## src/rtl/fetch_ctrl.sv

```systemverilog
// fetch_ctrl: instruction-fetch sequencer. Owns the PC, drives the memory
// address, and registers each returned word into a valid/ready output slot.
// Handles redirects, halt requests and sticky address faults.
module fetch_ctrl #(
    parameter logic [31:0] RESET_PC  = 32'h0000_0000,
    parameter int          MEM_BYTES = 421
) (
    input  logic        clk,
    input  logic        rst,
    input  logic        start,
    output logic [31:0] pc_addr,
    input  logic [31:0] instr_in,
    output logic        out_valid,
    input  logic        out_ready,
    output logic [31:0] out_instr,
    output logic [31:0] out_pc,
    input  logic        redirect_valid,
    input  logic [31:0] redirect_pc,
    input  logic        halt_req,
    output logic        halted,
    output logic        fault,
    output logic [31:0] fetch_count
);

    typedef enum logic [1:0] {IDLE, FETCH, HALT} state_t;

    // Highest legal word address, widened so pc near 2^32 cannot wrap past it.
    localparam logic [32:0] LAST_PC = 33'(MEM_BYTES - 4);

    state_t      state, state_nx;
    logic [31:0] pc, pc_nx;
    logic        out_valid_nx;
    logic [31:0] out_instr_nx, out_pc_nx;
    logic        fault_nx;
    logic [31:0] fetch_count_nx;

    logic slot_free;
    logic addr_bad;

    assign slot_free = !out_valid || out_ready;
    assign addr_bad  = (pc[1:0] != 2'b00) || ({1'b0, pc} > LAST_PC);

    assign pc_addr = pc;
    assign halted  = (state == HALT);

    // State and datapath registers; reset wipes everything immediately.
    always_ff @(posedge clk or posedge rst) begin
        if (rst) begin
            state       <= IDLE;
            pc          <= RESET_PC;
            out_valid   <= 1'b0;
            out_instr   <= 32'h0;
            out_pc      <= 32'h0;
            fault       <= 1'b0;
            fetch_count <= 32'h0;
        end else begin
            state       <= state_nx;
            pc          <= pc_nx;
            out_valid   <= out_valid_nx;
            out_instr   <= out_instr_nx;
            out_pc      <= out_pc_nx;
            fault       <= fault_nx;
            fetch_count <= fetch_count_nx;
        end
    end

    // Next-state and datapath: redirect > halt > fault check > fetch in FETCH.
    always_comb begin
        state_nx       = state;
        pc_nx          = pc;
        out_valid_nx   = out_valid;
        out_instr_nx   = out_instr;
        out_pc_nx      = out_pc;
        fault_nx       = fault;
        fetch_count_nx = fetch_count;
        unique case (state)
            IDLE: begin
                if (redirect_valid) pc_nx = redirect_pc;
                if (start)          state_nx = FETCH;
            end
            FETCH: begin
                if (redirect_valid) begin
                    // Held instruction is discarded even under backpressure.
                    pc_nx        = redirect_pc;
                    out_valid_nx = 1'b0;
                end else if (halt_req) begin
                    state_nx = HALT;
                    if (out_ready) out_valid_nx = 1'b0;
                end else if (slot_free) begin
                    if (addr_bad) begin
                        // pc stays on the faulting address for debug.
                        fault_nx     = 1'b1;
                        out_valid_nx = 1'b0;
                        state_nx     = HALT;
                    end else begin
                        out_instr_nx   = instr_in;
                        out_pc_nx      = pc;
                        out_valid_nx   = 1'b1;
                        pc_nx          = pc + 32'd4;
                        fetch_count_nx = fetch_count + 32'd1;
                    end
                end
            end
            HALT: begin
                // Drain any held instruction; only a clean halt can resume.
                if (out_ready)         out_valid_nx = 1'b0;
                if (start && !fault)   state_nx = FETCH;
            end
            default: state_nx = IDLE;
        endcase
    end

endmodule
```

## config.mk

```make
export PLATFORM = sky130hd
export DESIGN_NAME = fetch_ctrl
export DESIGN_NICKNAME = d
export VERILOG_FILES = /design/src/rtl/fetch_ctrl.sv
export SDC_FILE = /design/constraint.sdc
export NUM_CORES = 1
export LEC_CHECK = 0
export ABC_CLOCK_PERIOD_IN_PS = 6650
export CORE_MARGIN = 2
export CORE_UTILIZATION = 29
export CTS_CLUSTER_SIZE = 8
export DETAILED_ROUTE_END_ITERATION = 7
export HOLD_SLACK_MARGIN = 0.05
export PLACE_DENSITY = 0.55
export SLEW_MARGIN = 20
export SYNTH_ARGS = -nofsm -noshare
export SYNTH_HDL_FRONTEND = slang
export SYNTH_SLANG_ARGS = --single-unit
export TNS_END_PERCENT = 1
```

## constraint.sdc

```tcl
create_clock -name clk -period 6.65 [get_ports clk]
set_clock_uncertainty 0.15 [all_clocks]
set_input_delay 0.665 -clock clk [delete_from_list [all_inputs] [get_ports clk]]
set_output_delay 0.665 -clock clk [all_outputs]
set_load 0.005 [all_outputs]
```

# --- Word level (Yosys, flattened, before mapping) ---
# Index checks and enable logic that the tools add are counted.
totals:
  register_bits: 132
  in_bits: 70
  out_inout_bits: 131
  elab_cells: 58
op_classes:
  addsub: 2
  order_cmp: 1
  eq_ne: 12
  mux: 19
  bitwise: 3
  reduce_logical: 14
ops:
  columns: ["operator", "count"]
  rows:
  - ["$mux 32", 5]
  - ["$pmux 32 s2", 1]
  - ["$add 32x1->32 const B", 1]
  - ["$add 32x3->32 const B", 1]
  - ["$gt 32x9->1 const B", 1]
  - ["$reduce_and 5->1", 4]
  - ["$ne 3x3->1 const B", 5]
  - ["$mux 2", 6]
  - ["$ne 2x2->1 const B", 3]
  - ["$pmux 2 s3", 1]
  - ["$reduce_bool 2->1", 3]
  - ["$mux 1", 5]
  - ["$ne 4x4->1 const B", 1]
  - ["$not 1->1", 3]
  - ["$eq 2x1->1 const B", 1]
  - ["$eq 2x2->1 const B", 1]
  - ["$logic_not 1->1", 2]
  - ["$logic_not 2->1", 1]
  - ["$logic_or 1x1->1", 2]
  - ["$ne 2x1->1 const B", 1]
  - ["$pmux 1 s2", 1]
  - ["$reduce_and 2->1", 1]
  - ["$logic_and 1x1->1", 1]

# --- Logic depth before layout (Yosys ltp) ---
depth:
  word_depth: 7
  mapped_depth: 11
  depth_no_buf: 7

# --- Worst setup path before layout ---
# Ideal clock, no wire load.
synth_timing:
  kind: "register to register"
  startpoint: "reg pc[2] (netlist: pc_addr[2])"
  endpoint: "reg out_instr[0]"
  t_arrival_ps: 2146
  required_ps: 6375
  setup_slack_ps: 4229
  path_stages_with_launch: 9
  path_buffers: 2
  synth_period_minus_slack_ps: 2421
  cell_sequence: "dfrtp_1 inv_1 ha_1 a211o_1 o21ai_0 and4_1 buf_2 buf_2 mux2_2"
synth_via:
  elab_chain_len: 4
synth_rtl:
  columns: ["element", "line", "text"]
  rows:
  - ["from (decl)", "31", "logic [31:0] pc, pc_nx;"]
  - ["from (signal assigned)", "58", "pc <= pc_nx;"]
  - ["$gt 32x9->1", "41", "assign addr_bad = (pc[1:0] != 2'b00) || ({1'b0, pc} > LAST_PC);"]
  - ["$logic_or 1x1->1", "41", null]
  - ["$not 1->1 (no line)", null, null]
  - ["$reduce_and 5->1 (no line)", null, null]
  - ["to (signal assigned)", "60", "out_instr <= out_instr_nx;"]
  - ["to (decl)", "15", "output logic [31:0] out_instr,"]
# Every way passes these cells.
# A chain may end at the register's enable or synchronous reset.

# --- Final worst setup path ---
layout_timing:
  startpoint: "reg state[1]"
  endpoint: "reg out_instr[22]"
layout_via:
  elab_chain_len: 2
layout_rtl:
  columns: ["element", "line", "text"]
  rows:
  - ["from (decl)", "30", "state_t state, state_nx;"]
  - ["from (signal assigned)", "57", "state <= state_nx;"]
  - ["$eq 2x1->1", "76", "unique case (state)"]
  - ["$reduce_and 5->1 (no line)", null, null]
# Every way passes these cells.

==> run summary <==
EDFF count, synth: 0
Clock root buffer: clkbuf_16
Area of the multi-input gates: 2400 µm²
Synth cell types: 50
Design Area, Final: 8740 µm²
Core region area: 20000 µm²
Layout cells sized above 1: 11.8%
Adder-cell area share of the yosys netlist: 1.49%
Largest cells by area after synthesis: dfrtp_1 56%, mux2_2 7.9%, xnor2_1 3.4%
Cells after synthesis: 519
Relative slew slack: 35.6%
CTS tree: yes
Longest Clk Path Bufs: 2
CP startpoint: state[1]$_DFFE_PP0P_
First DRT Iteration DRCs: 214
Most used DFF post-synth: dfrtp_1
Class of the worst hold path: reg -> reg
Net count after synthesis: 596
Startpoint Class: flip-flop
Io pins: 201
Max-slew violation count: 0
Largest area contributor in the netlist: dfrtp_1
Static leakage power: 3.82 nW
Xor/xnor share of the synthesized area: 4.62%
DRT Pass-1 Iters: 6
Fraction of registers with async set/reset: 100%
Worst slew pin tran: 0.966 ns
CP cell instances: inv_1 > ha_1 > nand2b_1 > nor3_1 > and4_4 > mux2_2
Final net count: 794
Placed instance area: 8140 µm²
Crit share post-route: 56.2%
Overall routed net length: 16.9 mm
Post-CTS Hold Fix Bufs: 0
Slowest Stage Delay on Critical Path: 0.91 ns
Crit Path Max Fanout: 82
Post-route ant nets: 0
Levels on crit path: 6
Critical path buffers and inverters: 1
Die ar.: 21400 µm²
Row count: 52
First-pass GRT wire length: 26.9 mm
Crit path kind: reg -> reg
Largest family of logic cells by synthesized area: simple AND/OR/NAND/NOR gates
Syn_area_per_cell: 11.3 µm²
Required time of the critical path: 6.79 ns
Port Buffers: 200
Pwr Total: 2.70 mW
Dpl hpwl: 12.1 mm
RSZ-0062 raised after global routing: no
Peak supply drop: 172 µV
Gpl congestion: 0.817
Fill cells: 1914
Crit path capture type: flip-flop
Die W: 146 µm
DR WL/cell: 16.9 µm
Post-CTS sizing: 0
Htree depth: 4
Critical path arrival: 3.87 ns
Post-synthesis instance area: 5870 µm²
Hold Vio Cnt, Final: 0
Run status: complete, no violations
Layout area overhead: 48.8%
Register-to-Register Path Depth: 6
PD cells: 309 nW/µm²
CTS buffer count: 17
Setup crit end: out_instr[22]$_DFFE_PP0P_
CP top delay family: simple AND/OR/NAND/NOR gates
Final core utilization: 43.6%
Fin crit period: 3.73 ns
Sink Count: 132
Max_cap viols: 0
Setup Fix Bufs, Post-CTS: 0
Drt drc: 0
Clock transition at the registers of the reported paths: 0.06 ns
Yosys reg bits: 132
Setup TNS: 0 ns
Overflow after GRT: 0
Synthesis warning total: 0
Largest net degree at the start of global routing: 83
Top-area cell type share of the netlist area: 56.3%
Mux share of post-synthesis cell area: 8.55%
GRT Overall Usage: 15.9%
Fmax: 268 MHz
Worst skew pair latency: 0.41 ns
Synth Area in Simple Gates: 16.7%
Via count: 4831
Initial core utilization: 29.3%
Register area share after synthesis: 56.3%
Reg-to-reg endpoint: out_instr[22]$_DFFE_PP0P_
Vias/cell: 4.83
Flop2flop setup slack: 2.92 ns
Vias in the first global route: 4969
Initial antenna violation count: 0
Die height: 146 µm
# diodes: 0
FF/Latch Area: 3300 µm²
Worst r2r src: state[1]$_DFFE_PP0P_
Worst path slowest cell: and4_4
Compound-gate portion of the synthesized area: 9.42%
Final setup violation count: 0
[area by class of cell]
| cell class | instances | share of cell area [%] |
|---|---|---|
| Clock buffer | 18 | 4.91 |
| Clock inverter | 14 | 1.92 |
| Inverter | 17 | 0.759 |
| Multi-Input combinational cell | 345 | 27.5 |
| Sequential cell | 132 | 37.8 |
| Tap cell | 270 | 3.87 |
| Timing Repair Buffer | 204 | 23.3 |
[sequential cells by signal (all words and copies together) (netlist names)]
signal       flops
fetch_count     32
out_instr       32
out_pc          32
pc_addr         32
state            2
fault            1
out_valid        1
[synthesized netlist by cell type (all sizes together) (6+ instances only)]
cell      n
dfrtp   132
mux2     41
nor2     30
nor2b    30
nand2    28
a21oi    23
xnor2    23
nand3    22
inv      17
nand4    17
buf      15
o21ai    12
and3     10
clkbuf   10
nor3     10
o22a      9
nor4      8
xor2      8
and4      7
ha        7
and2      6
[routing by layer]
layer	track usage, %	vias up	wire length, µm
met5	0	-	0
met4	5.63	0	285
met3	3.50	16	997
met2	26.7	153	8300
met1	20.1	2407	7310
li1	-	2255	-
[logic make-up (layout without fill, tap and decap cells)]
kind of cell | count (synthesis) | count (layout)
and+or+nand+nor | 181 | 181
muxes | 45 | 45
adders and majority gates | 7 | 7
AOI/OAI and AO/OA | 81 | 81
xor gates and xnor gates | 31 | 31
DFF | 132 | 132
buffers and inverters | 42 | 253
[through the flow]
step,hold WS (ns),setup WS (ns),instances
finish,0.326,2.92,1000
global route,0.364,2.56,1000
CTS,0.334,2.90,1000
detailed placement,0.323,2.50,968
global placement,0.314,2.65,968
floorplan,0.314,2.31,519
[where the power goes]
group          internal, mW  switching, mW  leakage, nW  total (mW)
registers             0.904          0.154         1.75        1.06
clock network         0.566          0.384        0.287       0.950
logic                 0.366          0.329         1.78       0.695
[layout by cell type (no fill, tap or decap), types with 3 or more instances in the layout]
master           netlist  layout
and3_1                10      10
or3_1                  3       3
buf_4                  0       4
clkbuf_16              0      17
nor2_1                30      30
a21oi_1               23      23
nand4_1               17      17
o21ai_0               11      11
and4_1                 7       6
clkdlybuf4s50_1        0     200
mux2_2                41      41
nand2b_1               3       3
inv_6                  0       6
xnor2_1               23      23
o22a_1                 9       9
nor3_1                10      10
a211oi_1               4       4
o22ai_1                5       5
and2_1                 6       6
mux2i_1                4       4
nor2b_1               30      29
nand3_1               22      22
nand2_1               27      27
a22oi_1                3       3
a31oi_1                5       5
dfrtp_1              132     132
inv_1                 17      16
nor4_1                 8       8
ha_1                   7       7
xor2_1                 8       8
[how the worst min path moves through the flow]
| stage | start | cells past startpoint | slack [ns] | to |
|---|---|---|---|---|
| floorplan | fault$_DFFE_PP0P_ | 1 | 0.31 | fault$_DFFE_PP0P_ |
| global placement | fault$_DFFE_PP0P_ | 1 | 0.31 | fault$_DFFE_PP0P_ |
| detailed placement | fetch_count[31]$_DFFE_PP0P_ | 1 | 0.32 | fetch_count[31]$_DFFE_PP0P_ |
| CTS | fetch_count[31]$_DFFE_PP0P_ | 1 | 0.33 | fetch_count[31]$_DFFE_PP0P_ |
| global route | out_pc[12]$_DFFE_PP0P_ | 1 | 0.36 | out_pc[12]$_DFFE_PP0P_ |
| finish | fetch_count[31]$_DFFE_PP0P_ | 1 | 0.33 | fetch_count[31]$_DFFE_PP0P_ |
No activity file was read; power rests on OpenSTA's default activity.
